[src/rtl/max_argmax_pipe_if.sv]
// Handshake bundle for max_argmax_pipe: sample in (valid/ready/data/tag), result out (valid/ready/data/tag).
// MAX_ARGMAX_EN adds the o_index result field.
interface max_argmax_pipe_if #(
  parameter int DATA_WIDTH = 16,
  parameter int CHANNELS   = 4,
  parameter int TAG_WIDTH  = 8
);
`ifdef MAX_ARGMAX_EN
  localparam int IDX_W = (CHANNELS <= 1) ? 1 : $clog2(CHANNELS);
`endif

  logic                           i_valid;
  logic                           i_ready;
  logic [DATA_WIDTH*CHANNELS-1:0] i_data;
  logic [TAG_WIDTH-1:0]           i_tag;
  logic                           o_valid;
  logic                           o_ready;
  logic [DATA_WIDTH-1:0]          o_data;
  logic [TAG_WIDTH-1:0]           o_tag;
`ifdef MAX_ARGMAX_EN
  logic [IDX_W-1:0]               o_index;
`endif

  modport master (
`ifdef MAX_ARGMAX_EN
    input  o_index,
`endif
    output i_valid, i_data, i_tag, o_ready,
    input  i_ready, o_valid, o_data, o_tag
  );

  modport slave (
`ifdef MAX_ARGMAX_EN
    output o_index,
`endif
    input  i_valid, i_data, i_tag, o_ready,
    output i_ready, o_valid, o_data, o_tag
  );
endinterface

[src/rtl/max_argmax_pipe.sv]
// Pipelined max-reduction tree over CHANNELS values with valid/ready handshake and tag sideband.
// Define MAX_ARGMAX_EN to also carry the winning channel index through the tree (o_index).
module max_argmax_pipe #(
  parameter int DATA_WIDTH = 16,
  parameter int CHANNELS   = 4,
  parameter int SIGNED     = 1,
  parameter int TAG_WIDTH  = 8
) (
  input logic              clk,
  input logic              rst_n,
  max_argmax_pipe_if.slave bus
);
  localparam int STAGES = (CHANNELS <= 1) ? 1 : $clog2(CHANNELS);
`ifdef MAX_ARGMAX_EN
  localparam int IDX_W  = (CHANNELS <= 1) ? 1 : $clog2(CHANNELS);
`endif

  logic [DATA_WIDTH-1:0] st_data  [1:STAGES][CHANNELS];
  logic [DATA_WIDTH-1:0] nxt_data [1:STAGES][CHANNELS];
`ifdef MAX_ARGMAX_EN
  logic [IDX_W-1:0]      st_idx   [1:STAGES][CHANNELS];
  logic [IDX_W-1:0]      nxt_idx  [1:STAGES][CHANNELS];
`endif
  logic [TAG_WIDTH-1:0]  st_tag   [1:STAGES];
  logic [STAGES:1]       st_valid;
  logic                  stall;

  // Right operand wins only when strictly greater, so ties keep the lower channel.
  function automatic logic right_wins(input logic [DATA_WIDTH-1:0] a,
                                      input logic [DATA_WIDTH-1:0] b);
    if (SIGNED != 0) return $signed(b) > $signed(a);
    else             return b > a;
  endfunction

  assign stall       = st_valid[STAGES] & ~bus.o_ready;
  assign bus.i_ready = ~stall;
  assign bus.o_valid = st_valid[STAGES];
  assign bus.o_data  = st_data[STAGES][0];
  assign bus.o_tag   = st_tag[STAGES];
`ifdef MAX_ARGMAX_EN
  assign bus.o_index = st_idx[STAGES][0];
`endif

  // cur holds the previous level's elements: the raw input for level 1, then each registered level.
  always_comb begin : tree_comb
    logic [DATA_WIDTH-1:0] cur_d [CHANNELS];
`ifdef MAX_ARGMAX_EN
    logic [IDX_W-1:0]      cur_i [CHANNELS];
`endif
    int unsigned n;
    int unsigned r;
    for (int unsigned k = 0; k < CHANNELS; k++) begin
      cur_d[k] = bus.i_data[k*DATA_WIDTH +: DATA_WIDTH];
`ifdef MAX_ARGMAX_EN
      cur_i[k] = IDX_W'(k);
`endif
    end
    n = CHANNELS;
    for (int unsigned s = 1; s <= STAGES; s++) begin
      for (int unsigned j = 0; j < CHANNELS; j++) begin
        nxt_data[s][j] = '0;
`ifdef MAX_ARGMAX_EN
        nxt_idx[s][j]  = '0;
`endif
      end
      for (int unsigned j = 0; j < (CHANNELS + 1) / 2; j++) begin
        r = (2*j + 1 < CHANNELS) ? 2*j + 1 : 2*j;
        if (2*j + 1 < n) begin
          if (right_wins(cur_d[2*j], cur_d[r])) begin
            nxt_data[s][j] = cur_d[r];
`ifdef MAX_ARGMAX_EN
            nxt_idx[s][j]  = cur_i[r];
`endif
          end else begin
            nxt_data[s][j] = cur_d[2*j];
`ifdef MAX_ARGMAX_EN
            nxt_idx[s][j]  = cur_i[2*j];
`endif
          end
        end else if (2*j < n) begin
          nxt_data[s][j] = cur_d[2*j];
`ifdef MAX_ARGMAX_EN
          nxt_idx[s][j]  = cur_i[2*j];
`endif
        end
      end
      n = (n + 1) / 2;
      for (int unsigned k = 0; k < CHANNELS; k++) begin
        cur_d[k] = st_data[s][k];
`ifdef MAX_ARGMAX_EN
        cur_i[k] = st_idx[s][k];
`endif
      end
    end
  end

  // A single stall enable freezes every stage; bubbles advance like data otherwise.
  always_ff @(posedge clk or negedge rst_n) begin
    if (!rst_n) begin
      st_valid <= '0;
      for (int unsigned s = 1; s <= STAGES; s++) begin
        st_tag[s] <= '0;
        for (int unsigned k = 0; k < CHANNELS; k++) begin
          st_data[s][k] <= '0;
`ifdef MAX_ARGMAX_EN
          st_idx[s][k]  <= '0;
`endif
        end
      end
    end else if (!stall) begin
      st_valid[1] <= bus.i_valid;
      st_tag[1]   <= bus.i_tag;
      for (int unsigned s = 2; s <= STAGES; s++) begin
        st_valid[s] <= st_valid[s-1];
        st_tag[s]   <= st_tag[s-1];
      end
      for (int unsigned s = 1; s <= STAGES; s++) begin
        for (int unsigned k = 0; k < CHANNELS; k++) begin
          st_data[s][k] <= nxt_data[s][k];
`ifdef MAX_ARGMAX_EN
          st_idx[s][k]  <= nxt_idx[s][k];
`endif
        end
      end
    end
  end
endmodule

[src/flat_wrapper.sv]
// flat-port wrapper written by rule: the top's interface ports become plain ports
module max_argmax_pipe_flat 
#(
  parameter int DATA_WIDTH = 16,
  parameter int CHANNELS   = 4,
  parameter int SIGNED     = 1,
  parameter int TAG_WIDTH  = 8
)
  (clk, rst_n, bus_i_valid, bus_i_data, bus_i_tag, bus_o_ready, bus_i_ready, bus_o_valid, bus_o_data, bus_o_tag);
  max_argmax_pipe_if #(.DATA_WIDTH(DATA_WIDTH), .CHANNELS(CHANNELS), .TAG_WIDTH(TAG_WIDTH)) bus_i ();
  input logic clk;
  input logic rst_n;
  input wire logic [$bits(bus_i.i_valid)-1:0] bus_i_valid;
  input wire logic [$bits(bus_i.i_data)-1:0] bus_i_data;
  input wire logic [$bits(bus_i.i_tag)-1:0] bus_i_tag;
  input wire logic [$bits(bus_i.o_ready)-1:0] bus_o_ready;
  output wire logic [$bits(bus_i.i_ready)-1:0] bus_i_ready;
  output wire logic [$bits(bus_i.o_valid)-1:0] bus_o_valid;
  output wire logic [$bits(bus_i.o_data)-1:0] bus_o_data;
  output wire logic [$bits(bus_i.o_tag)-1:0] bus_o_tag;
  assign bus_i.i_valid = bus_i_valid;
  assign bus_i.i_data = bus_i_data;
  assign bus_i.i_tag = bus_i_tag;
  assign bus_i.o_ready = bus_o_ready;
  assign bus_i_ready = bus_i.i_ready;
  assign bus_o_valid = bus_i.o_valid;
  assign bus_o_data = bus_i.o_data;
  assign bus_o_tag = bus_i.o_tag;
  max_argmax_pipe #(.DATA_WIDTH(DATA_WIDTH), .CHANNELS(CHANNELS), .SIGNED(SIGNED), .TAG_WIDTH(TAG_WIDTH)) u_core (.clk(clk), .rst_n(rst_n), .bus(bus_i));
endmodule
[config.mk]
export PLATFORM = sky130hd
export DESIGN_NAME = max_argmax_pipe_flat
export DESIGN_NICKNAME = d
export VERILOG_FILES = /design/src/rtl/max_argmax_pipe_if.sv /design/src/rtl/max_argmax_pipe.sv /design/src/flat_wrapper.sv
export SDC_FILE = /design/constraint.sdc
export NUM_CORES = 1
export LEC_CHECK = 0
export CORE_MARGIN = 1
export CORE_UTILIZATION = 40
export DETAILED_ROUTE_END_ITERATION = 10
export PLACE_DENSITY = 0.69
export SETUP_SLACK_MARGIN = 0.2
export SYNTH_ARGS = -nofsm -noshare
export SYNTH_HDL_FRONTEND = slang
export SYNTH_SLANG_ARGS = --single-unit
[constraint.sdc]
create_clock -name clk -period 4.3 [get_ports clk]
set_input_delay 0.43 -clock clk [delete_from_list [all_inputs] [get_ports clk]]
set_output_delay 0.43 -clock clk [all_outputs]
set_load 0.03 [all_outputs]
==> results.sh <==
export IMPL_peakVddDrop_v=0.000298
export IMPL_crit_required_ns=4.48
export IMPL_synth_area_top_cells="dfrtp_1, ha_1, nand2_1, a31oi_1, nor2_1"
export IMPL_first_pass_iters=5
export IMPL_port_buffers=101
export IMPL_rsz0062_at_grt="no"
export IMPL_fill_cells=990
export IMPL_cp_max_fo=16
export IMPL_setup_viol=0
export IMPL_multi_input_area_mm2=0.00227
export IMPL_clkTransAtPathRegs_ns=0.08
export IMPL_synth_distinct_cells=39
export IMPL_boundaryPins=102
export IMPL_fin_crit_ns=3.08
export IMPL_pre_cts_slack_ns=1.09
export IMPL_reg2regPathDepth=9
export IMPL_fin_skew_ns=0.0122
export IMPL_hold_violations=0
export IMPL_initial_core_util_pct=42.0
export IMPL_clock_sinks=66
export IMPL_timing_final_crit_share_pct=71.6
export IMPL_rrSetupSlack_ns=1.22
export IMPL_synth_seq_cells=66
export IMPL_p_leak_nw=2.63
export IMPL_rows=37
export IMPL_synthFlopType="dfrtp_1"
export IMPL_synth_area_leader_cell="dfrtp_1"
export IMPL_drt_initial_drc_count=214
export IMPL_regArea_mm2=0.00165
export IMPL_synth_top_area_share_pct=37.4
export IMPL_vias_per_cell=5.29
export IMPL_slew_violations=0
export IMPL_slew_headroom_pct=31.4
export IMPL_grt_max_degree=115
export IMPL_power_density_mw_per_mm2=444
export IMPL_synth_area_mm2=0.00441
export IMPL_endpoint_kind="flop"
export IMPL_antenna_found_initial=0
export IMPL_fin_ws_ns=1.22
export IMPL_place_congestion=0.879
export IMPL_yosysMostFrequentCell="dfrtp_1"
export IMPL_maxCapViolCount=0
export IMPL_cts_tree="done"
export IMPL_core_mm2=0.0105
export IMPL_crit_type="flop to flop"
export IMPL_worstSkewPairLatency_ns=0.35
export IMPL_globalRouteTotalUtil_pct=19.8
export IMPL_synth_edf_count=0
export IMPL_synth_async_reset_ratio_pct=100
export IMPL_dpl_hpwl_um=8200
export IMPL_fmax_ghz=0.325
export IMPL_ys_seq_area_share_pct=37.4
export IMPL_synth_cells=526
export IMPL_status="finished clean"
export IMPL_cp_start_kind="flop"
export IMPL_fin_tns_setup_ns=0
export IMPL_drc=0
export IMPL_die_height_um=107
export IMPL_cts_max_path_buffers=2
export IMPL_die_area_mm2=0.0115
export IMPL_dieWidth_um=107
export IMPL_crit_arrival_ns=3.26
export IMPL_grt_pass1_vias=3813
export IMPL_syn_area_per_cell_um2=8.39
export IMPL_areaGrowthSynthToFinish_pct=25.1
export IMPL_synth_warnings=0
export IMPL_wirelength_um=10700
export IMPL_worst_pin_slew_ns=1.03
export IMPL_grt_pass1_wl_um=17800
export IMPL_cts_root_buf="clkbuf_8"
export IMPL_layout_drive_gt1_share_pct=5.18
export IMPL_fin_nets=717
export IMPL_worstHoldPathType="input port to async pin"
export IMPL_synth_net_count=650
export IMPL_postCtsSetupBuffers=0
export IMPL_overflow=0
export IMPL_ctsResizeCount=0
export IMPL_synth_common_cells="dfrtp_1, nand2_1, nor2_1"
export IMPL_diodes=0
export IMPL_cts_buffers=9
export IMPL_avgRoutedWirePerCell_um=14.6
export IMPL_postRouteAntennaNets=0
export IMPL_cts_hold_buf=0
export IMPL_cts_max_level=3
export IMPL_vias=3881
==> cells in the final DEF, fill, tap and decap left out, drive strengths merged, types with 2 or more instances in the layout <==
cell             n
nor4             3
o21ai           38
nand2b           4
nor2            53
a21o             3
nand3           35
clkinv           5
and3b            2
nand3b           2
clkbuf           9
mux2i           16
a31oi           33
inv             51
nand4            5
a21oi           39
clkdlybuf4s50  100
buf              5
ha              48
nor2b            3
dfrtp           66
nand2           65
==> final cells by class <==
| type | count | share of cell area [%] |
|---|---|---|
| tap | 136 | 3.08 |
| clock buffer | 9 | 2.24 |
| sequential | 66 | 29.9 |
| clock inverter | 7 | 1.43 |
| inverter | 50 | 3.40 |
| multi-input combinational | 361 | 41.1 |
| timing repair buffer | 105 | 18.8 |
==> worst paths after layout <==
kind                                startpoint                    end
max in group asynchronous                rst_n    u_core.st_data[118]
max                        u_core.st_data[127]  u_core.bus.o_data[14]
min reg2reg                 u_core.st_valid[1]     u_core.st_valid[2]
min                                      rst_n    u_core.bus.o_tag[2]
min in group clk            u_core.st_valid[1]     u_core.st_valid[2]
max reg2reg                u_core.st_data[127]  u_core.bus.o_data[14]
==> sequential cells by signal (all words and copies together), names as in the netlist <==
| register | cells |
|---|---|
| u_core.st_tag | 8 |
| u_core.st_data | 32 |
| u_core.bus.o_data | 16 |
| u_core.st_valid | 2 |
| u_core.bus.o_tag | 8 |
==> report_power, final <==
group | leakage (nW) | switching, mW | internal (mW) | total [mW]
sequential | 0.765 | 0.112 | 0.777 | 0.889
combinational | 1.76 | 0.583 | 0.448 | 1.03
clock | 0.104 | 0.258 | 0.272 | 0.530
total | 2.63 | 0.953 | 1.50 | 2.45
==> metrics by stage <==
stage / hold WS [ns] / instance area [µm²] / instances / util (%) / total power, mW
after floorplan: 0.134 / 4410 / 526 / - / 1.66
after global placement: 0.447 / 5320 / 718 / 50.6 / 1.91
after detailed placement: 0.443 / 5320 / 718 / 50.6 / 1.94
after CTS: 0.299 / 5520 / 734 / 52.5 / 2.47
after global routing: 0.332 / 5520 / 734 / 52.5 / 2.61
final: 0.282 / 5520 / 734 / 52.5 / 2.45
==> kinds of logic (layout without fill, tap and decap cells) <==
family	Yosys count	after routing	synth area share (%)
AO/OA/AOI/OAI	120	120	15.8
adder cells (fa/ha/maj)	48	48	13.6
buffers and inverters	99	171	11.1
flip-flops	66	66	37.4
multiplexers	16	16	3.63
AND/OR/NAND/NOR	177	177	18.4
==> routing by layer <==
metal / global-route usage, % / share of wire, %
met3: 2.92 / 4.9
met1: 25.5 / 46
met2: 32.2 / 46
met5: 0 / 0
met4: 10.2 / 2.9
==> worst max-delay path, stage by stage (launching register included) <==
cell and delay [ns]:
dfrtp_1 0.43, inv_1 0.07, ha_1 0.33, nand2_1 0.10
nor4_2 0.37, o211ai_1 0.18, and3_1 0.23, nor3_4 0.72
mux2i_1 0.37, a21oi_1 0.10
Note: power is estimated with default switching activity, not from simulation.
